## src/rtl/lcd_stream_writer.sv

```systemverilog
`default_nettype none
// +----------------------------------------------------------------------------+
// | lcd_stream_writer                                                          |
// | HD44780-class LCD writer: power-up/init script, then drains a {rs,byte}    |
// | FIFO over an 8-bit or 4-bit bus with programmable E/settle timing.         |
// | Revision: 1.0                                                              |
// +----------------------------------------------------------------------------+
module lcd_stream_writer #(
    parameter int BUS_MODE     = 8,
    parameter int E_PULSE_CYC  = 25,
    parameter int SETUP_CYC    = 2,
    parameter int CMD_WAIT_CYC = 2500,
    parameter int CLR_WAIT_CYC = 100000,
    parameter int POWERUP_CYC  = 750000,
    parameter int FIFO_DEPTH   = 16
) (
    input  logic                        clk,
    input  logic                        rst,
    input  logic                        in_valid,
    input  logic                        in_rs,
    input  logic [7:0]                  in_data,
    output logic                        in_ready,
    output logic [7:0]                  lcd_data,
    output logic                        lcd_rs,
    output logic                        lcd_rw,
    output logic                        lcd_e,
    output logic                        init_done,
    output logic                        busy,
    output logic [$clog2(FIFO_DEPTH):0] fifo_level
);
    localparam int c_aw   = $clog2(FIFO_DEPTH);
    localparam int c_m1   = (E_PULSE_CYC > SETUP_CYC) ? E_PULSE_CYC : SETUP_CYC;
    localparam int c_m2   = (CMD_WAIT_CYC > CLR_WAIT_CYC) ? CMD_WAIT_CYC : CLR_WAIT_CYC;
    localparam int c_m3   = (c_m1 > c_m2) ? c_m1 : c_m2;
    localparam int c_max  = (c_m3 > POWERUP_CYC) ? c_m3 : POWERUP_CYC;
    localparam int c_cw   = $clog2(c_max + 1);

    localparam logic [c_cw-1:0] c_cnt_one  = c_cw'(1);
    localparam logic [c_cw-1:0] c_pwr_last = c_cw'(POWERUP_CYC - 1);
    localparam logic [c_cw-1:0] c_su_last  = c_cw'(SETUP_CYC - 1);
    localparam logic [c_cw-1:0] c_e_last   = c_cw'(E_PULSE_CYC - 1);
    localparam logic [c_cw-1:0] c_cmd_last = c_cw'(CMD_WAIT_CYC - 1);
    localparam logic [c_cw-1:0] c_clr_last = c_cw'(CLR_WAIT_CYC - 1);
    localparam logic [c_aw-1:0] c_ptr_one  = c_aw'(1);
    localparam logic [c_aw:0]   c_lvl_one  = (c_aw + 1)'(1);
    localparam logic [c_aw:0]   c_full     = (c_aw + 1)'(FIFO_DEPTH);
    localparam logic [2:0]      c_init_last = (BUS_MODE == 4) ? 3'd4 : 3'd3;

    generate
        if (E_PULSE_CYC < 1 || SETUP_CYC < 1 || CMD_WAIT_CYC < 1 ||
            CLR_WAIT_CYC < 1 || POWERUP_CYC < 1) begin : g_bad_timing
            $error("lcd_stream_writer: timing parameters must be >= 1");
        end
        if (BUS_MODE != 4 && BUS_MODE != 8) begin : g_bad_bus
            $error("lcd_stream_writer: BUS_MODE must be 4 or 8");
        end
        if (FIFO_DEPTH < 2 || (FIFO_DEPTH & (FIFO_DEPTH - 1)) != 0) begin : g_bad_depth
            $error("lcd_stream_writer: FIFO_DEPTH must be a power of two >= 2");
        end
    endgenerate

    typedef enum logic [2:0] {
        S_POWERUP = 3'd0,
        S_IDLE    = 3'd1,
        S_SETUP   = 3'd2,
        S_EHIGH   = 3'd3,
        S_SETUP2  = 3'd4,
        S_EHIGH2  = 3'd5,
        S_SETTLE  = 3'd6
    } state_t;

    state_t          state_q, state_d;
    logic [c_cw-1:0] cnt_q, cnt_d;
    logic [2:0]      step_q, step_d;
    logic [7:0]      byte_q, byte_d;
    logic [7:0]      data_q, data_d;
    logic            rs_q, rs_d;
    logic            lone_q, lone_d;
    logic            init_done_q, init_done_d;
    logic            lcd_e_q, busy_q, in_ready_q;

    logic [8:0]      mem_q [FIFO_DEPTH];
    logic [c_aw-1:0] wr_q, rd_q;
    logic [c_aw:0]   count_q, count_d;
    logic            push, pop;
    logic [8:0]      head;
    logic [c_cw-1:0] settle_last;

    function automatic logic [7:0] init_byte(input logic [2:0] idx);
        logic [7:0] b;
        if (BUS_MODE == 4) begin
            case (idx)
                3'd0:    b = 8'h20;  // lone high nibble selecting 4-bit mode
                3'd1:    b = 8'h28;
                3'd2:    b = 8'h0C;
                3'd3:    b = 8'h01;
                default: b = 8'h06;
            endcase
        end else begin
            case (idx)
                3'd0:    b = 8'h38;
                3'd1:    b = 8'h0C;
                3'd2:    b = 8'h01;
                default: b = 8'h06;
            endcase
        end
        return b;
    endfunction

    function automatic logic [7:0] bus_hi(input logic [7:0] b);
        return (BUS_MODE == 4) ? {b[7:4], 4'h0} : b;
    endfunction

    assign push        = in_valid && in_ready_q;
    assign head        = mem_q[rd_q];
    assign settle_last = (!rs_q && (byte_q == 8'h01 || byte_q == 8'h02)) ? c_clr_last : c_cmd_last;

    always_comb begin
        state_d     = state_q;
        cnt_d       = cnt_q + c_cnt_one;
        step_d      = step_q;
        byte_d      = byte_q;
        data_d      = data_q;
        rs_d        = rs_q;
        lone_d      = lone_q;
        init_done_d = init_done_q;
        pop         = 1'b0;
        case (state_q)
            S_POWERUP: begin
                if (cnt_q == c_pwr_last) begin
                    state_d = S_SETUP;
                    cnt_d   = '0;
                    step_d  = 3'd0;
                    byte_d  = init_byte(3'd0);
                    data_d  = bus_hi(init_byte(3'd0));
                    rs_d    = 1'b0;
                    lone_d  = (BUS_MODE == 4);
                end
            end
            S_IDLE: begin
                cnt_d = '0;
                if (count_q != '0) begin
                    pop     = 1'b1;
                    state_d = S_SETUP;
                    byte_d  = head[7:0];
                    rs_d    = head[8];
                    data_d  = bus_hi(head[7:0]);
                    lone_d  = 1'b0;
                end
            end
            S_SETUP: begin
                if (cnt_q == c_su_last) begin
                    state_d = S_EHIGH;
                    cnt_d   = '0;
                end
            end
            S_EHIGH: begin
                if (cnt_q == c_e_last) begin
                    cnt_d = '0;
                    if (BUS_MODE == 4 && !lone_q) begin
                        state_d = S_SETUP2;
                        data_d  = {byte_q[3:0], 4'h0};
                    end else begin
                        state_d = S_SETTLE;
                    end
                end
            end
            S_SETUP2: begin
                if (cnt_q == c_su_last) begin
                    state_d = S_EHIGH2;
                    cnt_d   = '0;
                end
            end
            S_EHIGH2: begin
                if (cnt_q == c_e_last) begin
                    state_d = S_SETTLE;
                    cnt_d   = '0;
                end
            end
            S_SETTLE: begin
                if (cnt_q == settle_last) begin
                    cnt_d = '0;
                    if (init_done_q) begin
                        state_d = S_IDLE;
                    end else if (step_q == c_init_last) begin
                        init_done_d = 1'b1;
                        state_d     = S_IDLE;
                    end else begin
                        step_d  = step_q + 3'd1;
                        state_d = S_SETUP;
                        byte_d  = init_byte(step_q + 3'd1);
                        data_d  = bus_hi(init_byte(step_q + 3'd1));
                        lone_d  = 1'b0;
                    end
                end
            end
            default: state_d = S_POWERUP;
        endcase
    end

    always_comb begin
        count_d = count_q;
        if (push && !pop) begin
            count_d = count_q + c_lvl_one;
        end else if (pop && !push) begin
            count_d = count_q - c_lvl_one;
        end
    end

    always_ff @(posedge clk) begin
        if (push) begin
            mem_q[wr_q] <= {in_rs, in_data};
        end
    end

    always_ff @(posedge clk) begin
        if (rst) begin
            state_q     <= S_POWERUP;
            cnt_q       <= '0;
            step_q      <= '0;
            byte_q      <= '0;
            data_q      <= '0;
            rs_q        <= 1'b0;
            lone_q      <= 1'b0;
            init_done_q <= 1'b0;
            lcd_e_q     <= 1'b0;
            busy_q      <= 1'b0;
            in_ready_q  <= 1'b0;
            wr_q        <= '0;
            rd_q        <= '0;
            count_q     <= '0;
        end else begin
            state_q     <= state_d;
            cnt_q       <= cnt_d;
            step_q      <= step_d;
            byte_q      <= byte_d;
            data_q      <= data_d;
            rs_q        <= rs_d;
            lone_q      <= lone_d;
            init_done_q <= init_done_d;
            lcd_e_q     <= (state_d == S_EHIGH) || (state_d == S_EHIGH2);
            busy_q      <= (state_d != S_IDLE) || (count_d != '0);
            // Room freed by a pop only shows up on the following cycle.
            in_ready_q  <= (count_d != c_full);
            count_q     <= count_d;
            if (push) begin
                wr_q <= wr_q + c_ptr_one;
            end
            if (pop) begin
                rd_q <= rd_q + c_ptr_one;
            end
        end
    end

    assign in_ready   = in_ready_q;
    assign lcd_data   = data_q;
    assign lcd_rs     = rs_q;
    assign lcd_rw     = 1'b0;
    assign lcd_e      = lcd_e_q;
    assign init_done  = init_done_q;
    assign busy       = busy_q;
    assign fifo_level = count_q;
endmodule
`default_nettype wire

```

## config.mk

```make
export PLATFORM = sky130hd
export DESIGN_NAME = lcd_stream_writer
export DESIGN_NICKNAME = d
export VERILOG_FILES = /design/src/rtl/lcd_stream_writer.sv
export SDC_FILE = /design/constraint.sdc
export NUM_CORES = 1
export LEC_CHECK = 0
export ABC_CLOCK_PERIOD_IN_PS = 2500
export BUFFER_PORTS_ARGS = -buffer_cell sky130_fd_sc_hd__buf_2
export CORE_MARGIN = 1
export CORE_UTILIZATION = 40
export DETAILED_ROUTE_END_ITERATION = 8
export GPL_TIMING_DRIVEN = 0
export HOLD_SLACK_MARGIN = 0.03
export PLACE_DENSITY = 0.58
export REMOVE_ABC_BUFFERS = 1
export SLEW_MARGIN = 20
export SYNTH_ARGS = -nofsm -noshare
export SYNTH_HDL_FRONTEND = slang
export SYNTH_SLANG_ARGS = --single-unit
```

## constraint.sdc

```tcl
create_clock -name clk -period 2.5 [get_ports clk]
set_input_delay 0.375 -clock clk [delete_from_list [all_inputs] [get_ports clk]]
set_output_delay 0.375 -clock clk [all_outputs]
set_load 0.01 [all_outputs]
```

== Word level (Yosys, flattened, before mapping) ==
Memories as Yosys holds them, arrays and structs flattened. A register that Yosys moved wholly into a read port is not among the register bits.
Cells that the tools add are included.

* $add $sub $neg: 6
* Equal/unequal tests: 24
* Multiplexer cells: 40
* Reduce and logical (&&, ||, !) cells: 23

{| class="wikitable"
|+ Operator list
! cell !! count
|-
| 20-bit one-hot mux with 5 select lines || 1
|-
| 20-bit 2-to-1 mux || 4
|-
| 8-bit 2-to-1 mux || 5
|-
| 3-bit 2-to-1 mux || 10
|-
| 8-bit one-hot mux with 3 select lines || 1
|-
| 20-bit by 1-bit adder with 20-bit output, second input constant || 1
|-
| 20-bit by 1-bit == test with 1-bit output, second input constant || 1
|-
| 20-bit by 17-bit == test with 1-bit output || 1
|-
| 20-bit == test, second input constant || 1
|-
| 20-bit by 5-bit == test with 1-bit output, second input constant || 1
|-
| 3-bit one-hot mux with 6 select lines || 1
|-
| 6-bit one-hot mux with 3 select lines || 1
|-
| 17-bit 2-to-1 mux || 1
|-
| 3-bit by 2-bit == test with 1-bit output, second input constant || 5
|-
| 3-bit == test, second input constant || 4
|-
| 5-bit 2-to-1 mux || 2
|-
| 2-bit inequality test, second input constant || 5
|-
| 5-bit nonzero test || 2
|-
| 4-bit by 1-bit adder with 4-bit output, second input constant || 2
|-
| 8-bit by 1-bit == test with 1-bit output, second input constant || 1
|-
| 8-bit by 2-bit == test with 1-bit output, second input constant || 1
|-
| 1-bit 2-to-1 mux || 8
|-
| 4-bit 2-to-1 mux || 2
|-
| 3-bit by 1-bit == test with 1-bit output, second input constant || 2
|-
| 19 further kinds || 30
|}

* Register bits after elaboration: 52
* RAM bits: 144
* Input bits: 12
* Output and inout bits: 19
* Logic and storage cells: 106
* Memories: 1

{| class="wikitable"
|+ Memories
! memory !! words !! bits a word !! rd ports !! clocked after memory_dff !! write ports !! RTL line !! RTL
|-
| mem_q || 16 || 9 || 1 || 1 || 1 || 82 || <nowiki>logic [8:0] mem_q [FIFO_DEPTH];</nowiki>
|}

== Logic depth before layout (Yosys ltp) ==
Gate-level depths: netlist of run 1.

* Word-level depth: 9
* Gate-level depth with buffers: 9

== Worst setup path before layout of run 1 ==
No wires, ideal clock.

* Path kind: reg2reg
* From: reg count_q[0], in the netlist fifo_level[0]
* To: reg busy_q, in the netlist busy
* Arrival time: 1,963 ps
* Data required time: 2,367 ps
* Slack: 405 ps
* Cell stages (with the launch flop): 9
* Cells stage by stage: dfxtp_1 -> inv_1 -> ha_1 -> or4b_1 -> and4_1 -> a311oi_1 -> nor2_1 -> a211oi_2 -> a31oi_1

* Word-level cells in the longest chain between the ends: 8

{| class="wikitable"
|+ RTL lines
! element !! RTL line !! RTL
|-
| start, declared || 84 || <nowiki>logic [c_aw:0] count_q, count_d;</nowiki>
|-
| start signal, assigned || 245 || <nowiki>count_q <= count_d;</nowiki>
|-
| parallel branches: the longest is 7 deep, another holds 5-bit by 1-bit subtractor with 5-bit output || n/a ||
|-
| 1-bit logical OR * || 242 || <nowiki>busy_q <= (state_d != S_IDLE) || (count_d != '0);</nowiki>
|-
| end signal, assigned || 242 ||
|-
| end, declared || 80 || <nowiki>logic lcd_e_q, busy_q, in_ready_q;</nowiki>
|}

Mark *: on every way between the ends.
A chain may end at the register's enable or synchronous reset.

== Worst setup path after layout of run 1 ==
* From: reg state_q[0]
* To: reg in_ready_q, in the netlist in_ready

* Word-level cells in the longest chain between the ends: 6

{| class="wikitable"
|+ RTL lines
! element !! RTL line !! RTL
|-
| start, declared || 72 || <nowiki>state_t state_q, state_d;</nowiki>
|-
| start signal, assigned || 233 || <nowiki>state_q <= state_d;</nowiki>
|-
| 3-bit by 1-bit == test with 1-bit output * || 128 || <nowiki>case (state_q)</nowiki>
|-
| 1-bit 2-to-1 mux * || 128 ||
|-
| 1-bit logical AND / 1-bit logical NOT (equally long branches) || 205, 203 ||
|-
| 5-bit 2-to-1 mux / 1-bit logical AND (equally long branches) || 205, 203 ||
|-
| 5-bit 2-to-1 mux * || 203 || <nowiki>if (push && !pop) begin</nowiki>
|-
| 5-bit inequality test * || 244 || <nowiki>in_ready_q <= (count_d != c_full);</nowiki>
|-
| end signal, assigned || 244 ||
|-
| end, declared || 80 ||
|}

Every way passes the cells marked *; elsewhere a longest branch is shown, timed or not.

==> results of run 1 <==
[final cells by class]
type	instances	area share [%]
Sequential cell	200	56.5
Tap cell	275	3.56
Clock buffer	17	4.41
Timing Repair Buffer	43	3.05
Clock inverter	15	1.39
Multi-Input combinational cell	354	30.5
Inverter	15	0.583
[per-stage QoR]
step,TNS (ps),cells
floorplan,-5510,569
global placement,-30490,873
detailed placement,-522,875
CTS,0,908
global route,0,919
finish,0,919
[kinds of logic after synthesis]
family | count (synthesis) | share of synthesized area [%]
compound gates | 73 | 6.00
xor+xnor | 28 | 2.87
fa+ha+maj | 15 | 2.20
buf+inv | 44 | 2.28
flops | 200 | 63.7
mux | 52 | 11.1
other cells | 1 | 0.0439
simple gates | 185 | 11.8
[placed cells by master, fill, tap and decap left out, types with 3 or more instances in the layout]
cell,n
edfxtp_1,144
dfxtp_1,52
nor2_1,51
mux4_2,34
nand2_1,29
buf_2,29
and2_1,18
a21oi_1,18
xor2_1,17
mux2i_1,17
clkbuf_16,17
ha_1,15
inv_1,14
nor3_1,14
nand3_1,14
xnor2_1,11
nand4_1,11
buf_4,11
a311oi_1,10
and3_1,8
o21ai_0,7
inv_8,7
nor2b_1,6
a211oi_1,6
a31oi_1,5
nor4b_1,4
nand3b_1,4
a2111oi_0,4
clkinv_2,4
nor4_1,3
o21a_1,3
and4_1,3
or2_2,3
a31o_2,3
[routing by layer]
layer  wire, um  part of all wire, %
met1       8380                   47
met2       8540                   48
met3        717                  4.0
met4        257                  1.4
met5          0                    0
[flip-flops by register name, summed over array words and instances (netlist names), 3 cells and up, named ones only]
| register | flops |
|---|---|
| step_q | 3 |
| wr_q | 4 |
| rd_q | 4 |
| mem_q | 144 |
| fifo_level | 5 |
| cnt_q | 20 |
| state_q | 3 |
| lcd_data | 8 |
[power by group]
group	switching [mW]	internal, mW	total [mW]
combinational	0.141	0.0807	0.222
clock	1.30	1.32	2.62
sequential	0.0244	3.57	3.59
[path summary, 6_finish.rpt]
path | from | end | slack (ps) | cells after the start
setup / recovery | state_q[0] | in_ready | 130 | 5
hold / removal | in_data[3] | mem_q[10][3] | 310 | 1
setup reg to reg | state_q[0] | in_ready | 130 | 5
hold reg to reg | step_q[2] | step_q[2] | 480 | 2
[critical path: stages, from the launching register on]
cell and delay, ps:
dfxtp_1 510, or3b_1 620, o21ai_0 500, nand4_1 200, a211oi_2 260, a21oi_1 120
[repair_timing]
item,CTS,global route
gates cloned,0,0
gates resized for setup,2,4
endpoints found under the setup margin,4,9
setup buffers,1,11
==> impl_metrics.toml, run 1 <==
[drt]
antenna_left = 0
dr.pass1.iters = 5
initialDrtViolationCount = 358
num_vias = 5052
totalWireLength_um = 17900
routed_wire_length_per_instance_um = 19.5
drc = 0
vias_per_cell = 5.50

[clocking]
ctsLongestPathBuffers = 2
post_cts_hold_buffer_count = 0
root_buffer = "clkbuf_16"
clock_insertion_delay_worst_skew_ps = 440
cts.sinks = 200
cts.clk_slew.worst_paths_ps = 70
numCtsBuffers = 17
cts-htree-levels = 4
clock_tree_from_tritoncts = "done"

[worst_setup_path]
timing.setup.critical_path_class = "reg2reg"
cp.arrival_ps = 2650
critical_path.endpoint_type = "register"
cp_max_fo = 11
cp_data_required_time_ps = 2790
timing.critical_path.from_type = "register"

[floorplanning]
initial_utilization_pct = 40.8
num_io_pins = 31
floorplan.core_area_um2 = 21000
design.die.area_um2 = 22000
floorplan.die.width_um = 148
die_y_um = 148
floorplan.rows = 53

[placement]
post_dp_cell_area_um2 = 8960
placement.setup.worst_slack_ps = -191
finalWeightedCongestion = 0.808
port_buf_inserts = 29
hpwl_um = 11700

[worst_hold_path]
hp-class = "in2reg"

[layout]
post-route-cell-area_um2 = 9650
p_r_area_growth_vs_syn_pct = 12.9
postLayoutCoreUtil_pct = 46.1
multi_input_comb_area_um2 = 2940
register_area_um2 = 5460
diodes = 0
fillerInstances = 1880
number_of_nets_in_the_layout = 658
layout-drive-gt1-share_pct = 20.5

[global_route]
grt.overflow.total = 0
use_met1_pct = 22.9
grt_max_degree = 31
globalRouteTotalUtil_pct = 17.1
use_met3_pct = 3.99
globalRouteMet2Util_pct = 27.3
antenna_found_initial = 0
grt_pass1_wl_um = 27500
busiest_layer = "met2"
grt_pass1_vias = 4893

[sta]
clock-skew-final_ps = 10.7
fmax_mhz = 423
minimum_period_implied_by_the_final_worst_setup_slack_ps = 2370
worst_slew_pin_slew_ps = 631
postLayoutSetupSlackWorst_ps = 135
final-hold-violation-count = 0
timing.slew.headroom_pct = 58.0
timing.hold.ws_ps = 312
final.period_utilization_pct = 94.6
final-setup-viol-count = 0
maxSlewViolCount = 0
grt_setup_unrepaired = "no"

[yosys]
synth_edf_count = 144
synth-main-ff-cell = "edfxtp_1"
post_synth_top_area_share_pct = 50.6
synth_top_area_cell = "edfxtp_1"
synth.most_common_cell = "edfxtp_1"
post_syn_instances = 598
synth_warnings = 0
synth.yosys.seq_area_share_pct = 63.7
synthArstFlopShare_pct = 0
avgSynthCellArea_um2 = 14.3
postSynthRegisterBits = 200
total_standard_cell_area_after_synthesis_um2 = 8550
synth.top_cells.by_area = "edfxtp_1 51%, dfxtp_1 13%, mux4_2 9.0%, nor2_1 2.3%, ha_1 2.2%"
yosysUniqueCellTypes = 60
synth_commonest_cells = "144 x edfxtp_1, 56 x dfxtp_1, 52 x nor2_1, 34 x mux4_2, 29 x nand2_1"

[job]
timing.max_cap.violations = 0

[outcome]
outcome = "finished clean"

[power_and_ir_drop]
vdd_drop_max_mv = 0.459
totalPowerFinal_mw = 6.44
powerDensity_nw_per_um2 = 667
power.leakage_nw = 3.20
Note: power is estimated with default switching activity, not from simulation.
==> run 2: changes to the inputs <==
--- a/config.mk
+++ b/config.mk
@@ -5,6 +5,7 @@
 export SDC_FILE = /design/constraint.sdc
 export NUM_CORES = 1
 export LEC_CHECK = 0
+export ABC_AREA = 1
 export ABC_CLOCK_PERIOD_IN_PS = 2500
 export BUFFER_PORTS_ARGS = -buffer_cell sky130_fd_sc_hd__buf_2
 export CORE_MARGIN = 1
@@ -12,7 +13,7 @@
 export DETAILED_ROUTE_END_ITERATION = 8
 export GPL_TIMING_DRIVEN = 0
 export HOLD_SLACK_MARGIN = 0.03
-export PLACE_DENSITY = 0.58
+export PLACE_DENSITY = 0.57
 export REMOVE_ABC_BUFFERS = 1
 export SLEW_MARGIN = 20
 export SYNTH_ARGS = -nofsm -noshare
==> impl_metrics.toml, run 2 <==
[worst_setup_path]
timing.critical_path.from_type = "register"
rrSetupSlack_ps = 280
worst_r2r_path_depth = 11
critical_path.endpoint_type = "register"
timing.setup.critical_path_class = "reg2reg"
cp_max_fo = 37
cp_data_required_time_ps = 2870
cp.arrival_ps = 2590
regToRegEndpoint = "lcd_data[4]"

[power_and_ir_drop]
comb_power_share_pct = 4.0
power_switching_mw = 1.59
powerDensity_nw_per_um2 = 677
power.leakage_nw = 3.68
share_seq_of_total_power_pct = 53.8
power_switching_share_pct = 23.7
vdd_drop_max_mv = 0.483
power.clock.fraction_pct = 42.1
intPower_mw = 5.11

[sta]
grt_setup_unrepaired = "no"
final-hold-violation-count = 0
worst_slew_pin_slew_ps = 968
maxSlewViolCount = 0
timing.slew.headroom_pct = 35.2
timing.hold.ws_ps = 320
final.period_utilization_pct = 88.9
clock-skew-final_ps = 18.7
fmax_mhz = 450
final-setup-viol-count = 0
minimum_period_implied_by_the_final_worst_setup_slack_ps = 2220

[clocking]
clock_tree_from_tritoncts = "done"
postCtsSetupRepairBufs = 0
cts-htree-levels = 4
cts.sinks = 200
numCtsBuffers = 17
root_buffer = "clkbuf_16"
post_cts_hold_buffer_count = 0
clock_insertion_delay_worst_skew_ps = 440
ctsLongestPathBuffers = 2
cts.clk_slew.worst_paths_ps = 80

[global_route]
grt_pass1_vias = 5642
grt_pass1_wl_um = 30400
globalRouteTotalUtil_pct = 18.0
grt.overflow.total = 0
busiest_layer = "met2"
grt_max_degree = 73
use_met3_pct = 3.83
use_met1_pct = 25.2
antenna_found_initial = 0
globalRouteMet2Util_pct = 28.5

[layout]
largest_register_ffs = 144
diodes = 0
largest-register = "mem_q"
post-route-cell-area_um2 = 9890
multi_input_comb_area_um2 = 3000
p_r_area_growth_vs_syn_pct = 11.2
register_area_um2 = 5450
layout-drive-gt1-share_pct = 10.4
fillerInstances = 2059
layout_commonest_cell = "nor2_1"
number_of_nets_in_the_layout = 951
most-common-layout-cells = "193 x nor2_1, 144 x edfxtp_1, 131 x nand2_1, 88 x o21ai_0, 65 x inv_1"
final_cells = 1217

[yosys]
postSynthRegisterBits = 200
post_syn_instances = 911
synth.most_common_cell = "nor2_1"
synth_top_area_cell = "edfxtp_1"
synth_warnings = 0
avgSynthCellArea_um2 = 9.76
yosysUniqueCellTypes = 35
synth-main-ff-cell = "edfxtp_1"
synth_commonest_cells = "193 x nor2_1, 144 x edfxtp_1, 131 x nand2_1, 88 x o21ai_0, 66 x inv_1"
synth_edf_count = 144
synth.yosys.seq_area_share_pct = 61.2
synth.top_cells.by_area = "edfxtp_1 49%, dfxtp_1 13%, nor2_1 8.1%, nand2_1 5.5%, o21ai_0 5.0%"
post_synth_top_area_share_pct = 48.6
total_standard_cell_area_after_synthesis_um2 = 8890
synthArstFlopShare_pct = 0

[worst_hold_path]
min-delay-start = "rst"
min_delay_endpoint = "fifo_level[3]"
min_path_cells = 2
hp-class = "in2reg"

[floorplanning]
die_y_um = 151
floorplan.core_area_um2 = 21800
num_io_pins = 31
floorplan.rows = 54
design.die.area_um2 = 22800
floorplan.die.width_um = 151
initial_utilization_pct = 40.7

[outcome]
outcome = "finished clean"

[placement]
post_dp_cell_area_um2 = 9260
port_buf_inserts = 29
hpwl_um = 12600
finalWeightedCongestion = 0.791
placed_cells = 1185

[drt]
initialDrtViolationCount = 442
routed_wire_length_per_instance_um = 16.1
drc = 0
dr.pass1.iters = 5
vias_per_cell = 5.03
num_vias = 6127
totalWireLength_um = 19600
antenna_left = 0

[job]
timing.max_cap.violations = 0
-- run 2: cell type report --
class | instances | area share [%]
timing repair buffer | 31 | 1.95
tap | 280 | 3.54
clock inverter | 15 | 1.91
inverter | 71 | 2.78
multi-input combinational | 603 | 30.4
sequential | 200 | 55.2
clock buffer | 17 | 4.30
-- run 2: timing repair --
item,CTS,global route
endpoints found under the setup margin,0,4
hold endpoints to repair,0,0
gates resized for setup,0,4
-- run 2: cell families (layout without fill, tap and decap cells) --
kind of cell             after synthesis  count (layout)  share of synthesized area [%]
AO/OA/AOI/OAI                        153             153                           9.91
XOR/XNOR                              16              16                           1.58
adder cells (fa/ha/maj)               15              15                           2.11
buffers and inverters                108             134                           5.00
flip-flops                           200             200                           61.2
other                                  1               1                         0.0422
AND/OR/NAND/NOR                      418             418                           20.1
-- run 2: worst max-delay path by stage --
stage | cells past startpoint | slack (ps) | start | endpoint
finish | 11 | 280 | register | lcd_data[4]
floorplan | 9 | -350 | register | lcd_data[1]
detailed placement | 8 | 150 | register | lcd_data[1]
CTS | 8 | 90 | register | lcd_data[1]
global placement | 9 | -2380 | register | lcd_data[0]
global route | 11 | 90 | register | lcd_data[4]
-- run 2: layer usage --
| metal | vias to the layer above | share of wire [%] |
|---|---|---|
| li1 | 3118 | - |
| met1 | 2897 | 48 |
| met2 | 100 | 47 |
| met3 | 12 | 3.8 |
| met4 | 0 | 0.84 |
| met5 | - | 0 |
-- run 2: critical path, cell delays in order (launching register included) --
cell        delay [ps]
dfxtp_4            520
buf_12             250
clkinvlp_4         350
nor2_1             180
o21ai_0            100
o211ai_1           110
nand3_1            190
nand2_1            160
nand2_1             60
nand2_1             70
nor2_1              50
nor2_1             100
-- run 2: power groups by stage --
| stage | logic (mW) | registers, mW | clock network [mW] |
|---|---|---|---|
| after floorplan | 0.159 | 3.69 | 0 |
| after global placement | 0.270 | 3.68 | 0 |
| after detailed placement | 0.274 | 3.68 | 0 |
| after CTS | 0.275 | 3.61 | 2.87 |
| after global routing | 0.308 | 3.61 | 2.99 |
| final | 0.271 | 3.61 | 2.82 |
-- run 2: per-stage QoR --
stage | utilization [%] | setup TNS, ps | setup slack, ps | total power, mW
global placement | 42.2 | -20710 | -2380 | 3.95
global route | 45.3 | 0 | 90.0 | 6.91
detailed placement | 42.4 | 0 | 150 | 3.96
floorplan | - | -2990 | -348 | 3.85
finish | 45.3 | 0 | 278 | 6.70
CTS | 45.3 | 0 | 94.8 | 6.75
==> run 3: changes to the inputs <==
--- a/config.mk
+++ b/config.mk
@@ -6,7 +6,7 @@
 export NUM_CORES = 1
 export LEC_CHECK = 0
 export ABC_AREA = 1
-export ABC_CLOCK_PERIOD_IN_PS = 2500
+export ABC_CLOCK_PERIOD_IN_PS = 2600
 export BUFFER_PORTS_ARGS = -buffer_cell sky130_fd_sc_hd__buf_2
 export CORE_MARGIN = 1
 export CORE_UTILIZATION = 40
==> constraint.sdc (replaced) <==
create_clock -name clk -period 2.6 [get_ports clk]
set_input_delay 0.39 -clock clk [delete_from_list [all_inputs] [get_ports clk]]
set_output_delay 0.39 -clock clk [all_outputs]
set_load 0.01 [all_outputs]
==> impl_metrics.toml, run 3 (synthesis gave the netlist of run 2 again) <==
[clocking]
root_buffer = "clkbuf_16"
cts.sinks = 200
ctsLongestPathBuffers = 2
cts_resized = 0
postCtsSetupRepairBufs = 0
post_cts_hold_buffer_count = 0
cts-htree-levels = 4
clock_tree_from_tritoncts = "done"
clock_insertion_delay_worst_skew_ps = 450
cts.clk_slew.worst_paths_ps = 80
numCtsBuffers = 17

[layout]
postLayoutCoreUtil_pct = 45.3
fillerInstances = 2062
diodes = 0
most-common-layout-cells = "193 x nor2_1, 144 x edfxtp_1, 131 x nand2_1, 88 x o21ai_0, 66 x inv_1"
p_r_area_growth_vs_syn_pct = 11.1
layout-drive-gt1-share_pct = 10.1
largest_register_ffs = 144
largest-register = "mem_q"
number_of_nets_in_the_layout = 951
layout_commonest_cell = "nor2_1"
post-route-cell-area_um2 = 9880

[worst_hold_path]
min_path_cells = 2
min-delay-start = "rst"
min_delay_endpoint = "fifo_level[3]"
hp-class = "in2reg"

[global_route]
grt_pass1_vias = 5642
antenna_found_initial = 0
grt_pass1_wl_um = 30400
grt_max_degree = 73
globalRouteTotalUtil_pct = 18.0
grt.overflow.total = 0

[sta]
clock-skew-final_ps = 18.1
fmax_mhz = 423
grt_setup_unrepaired = "no"
final.period_utilization_pct = 90.9
postLayoutSetupSlackWorst_ps = 237
worst_slew_pin_slew_ps = 953
final-hold-violation-count = 0
minimum_period_implied_by_the_final_worst_setup_slack_ps = 2360
maxSlewViolCount = 0
final-setup-viol-count = 0
timing.slew.headroom_pct = 36.3

[drt]
num_vias = 6110
initialDrtViolationCount = 447
totalWireLength_um = 19600
dr.pass1.iters = 5
routed_wire_length_per_instance_um = 16.1
vias_per_cell = 5.02
drc = 0
antenna_left = 0

[worst_setup_path]
rrSetupSlack_ps = 240
cp.arrival_ps = 2730
critical_path.endpoint_type = "register"
worst_r2r_path_depth = 11
cp_max_fo = 37
timing.critical_path.from_type = "register"
regToRegEndpoint = "lcd_data[4]"
timing.setup.critical_path_class = "reg2reg"
cp_data_required_time_ps = 2970

[floorplanning]
initial_utilization_pct = 40.7
die_y_um = 151
floorplan.die.width_um = 151
floorplan.core_area_um2 = 21800
design.die.area_um2 = 22800
floorplan.rows = 54
num_io_pins = 31

[placement]
hpwl_um = 12600
finalWeightedCongestion = 0.791
port_buf_inserts = 29
placement.setup.worst_slack_ps = 250
post_dp_cell_area_um2 = 9260

[job]
timing.max_cap.violations = 0

[outcome]
outcome = "finished clean"

[power_and_ir_drop]
powerDensity_nw_per_um2 = 652
vdd_drop_max_mv = 0.465
power.leakage_nw = 3.68
[run 3: critical path, stage by stage (launching register included)]
cell,delay [ps]
dfxtp_2,630
buf_12,260
inv_1,310
nor2_1,180
o21ai_0,100
o211ai_1,130
nand3_1,200
nand2_1,190
nand2_1,60
nand2_1,70
nor2_1,50
nor2_1,100
[run 3: where the power goes]
group	switching (mW)	internal (mW)
Combinational	0.181	0.0796
Clock	1.32	1.39
Sequential	0.0251	3.44
[run 3: worst max path at each step]
stage                  end
2_1_floorplan  lcd_data[1]
3_3_place_gp   lcd_data[0]
3_5_place_dp   lcd_data[1]
4_1_cts        lcd_data[1]
5_1_grt        lcd_data[0]
6_report       lcd_data[4]
[run 3: stage by stage]
step                      power, mW  cells  hold slack [ps]  setup TNS [ps]
after floorplan                3.70    874              415           -2090
after global placement         3.80   1183              425          -19810
after detailed placement       3.81   1185              434               0
after CTS                      6.49   1217              322               0
after global routing           6.65   1217              330               0
final                          6.44   1217              332               0
[run 3: area by class of cell]
cell class | instances | area (um2) | area share (%)
Tap cell | 280 | 350 | 3.55
Multi-Input combinational cell | 603 | 3000 | 30.4
Inverter | 71 | 269 | 2.72
Timing Repair Buffer | 31 | 193 | 1.95
Sequential cell | 200 | 5450 | 55.2
Clock inverter | 15 | 189 | 1.91
Clock buffer | 17 | 425 | 4.31
[run 3: layer usage]
metal  wire [um]  up-vias  track usage, %
li1            -     3117               -
met1        9440     2888            25.2
met2        9270       92            28.5
met3         759       13            3.83
met4         170        0            4.25
met5           0        -               0
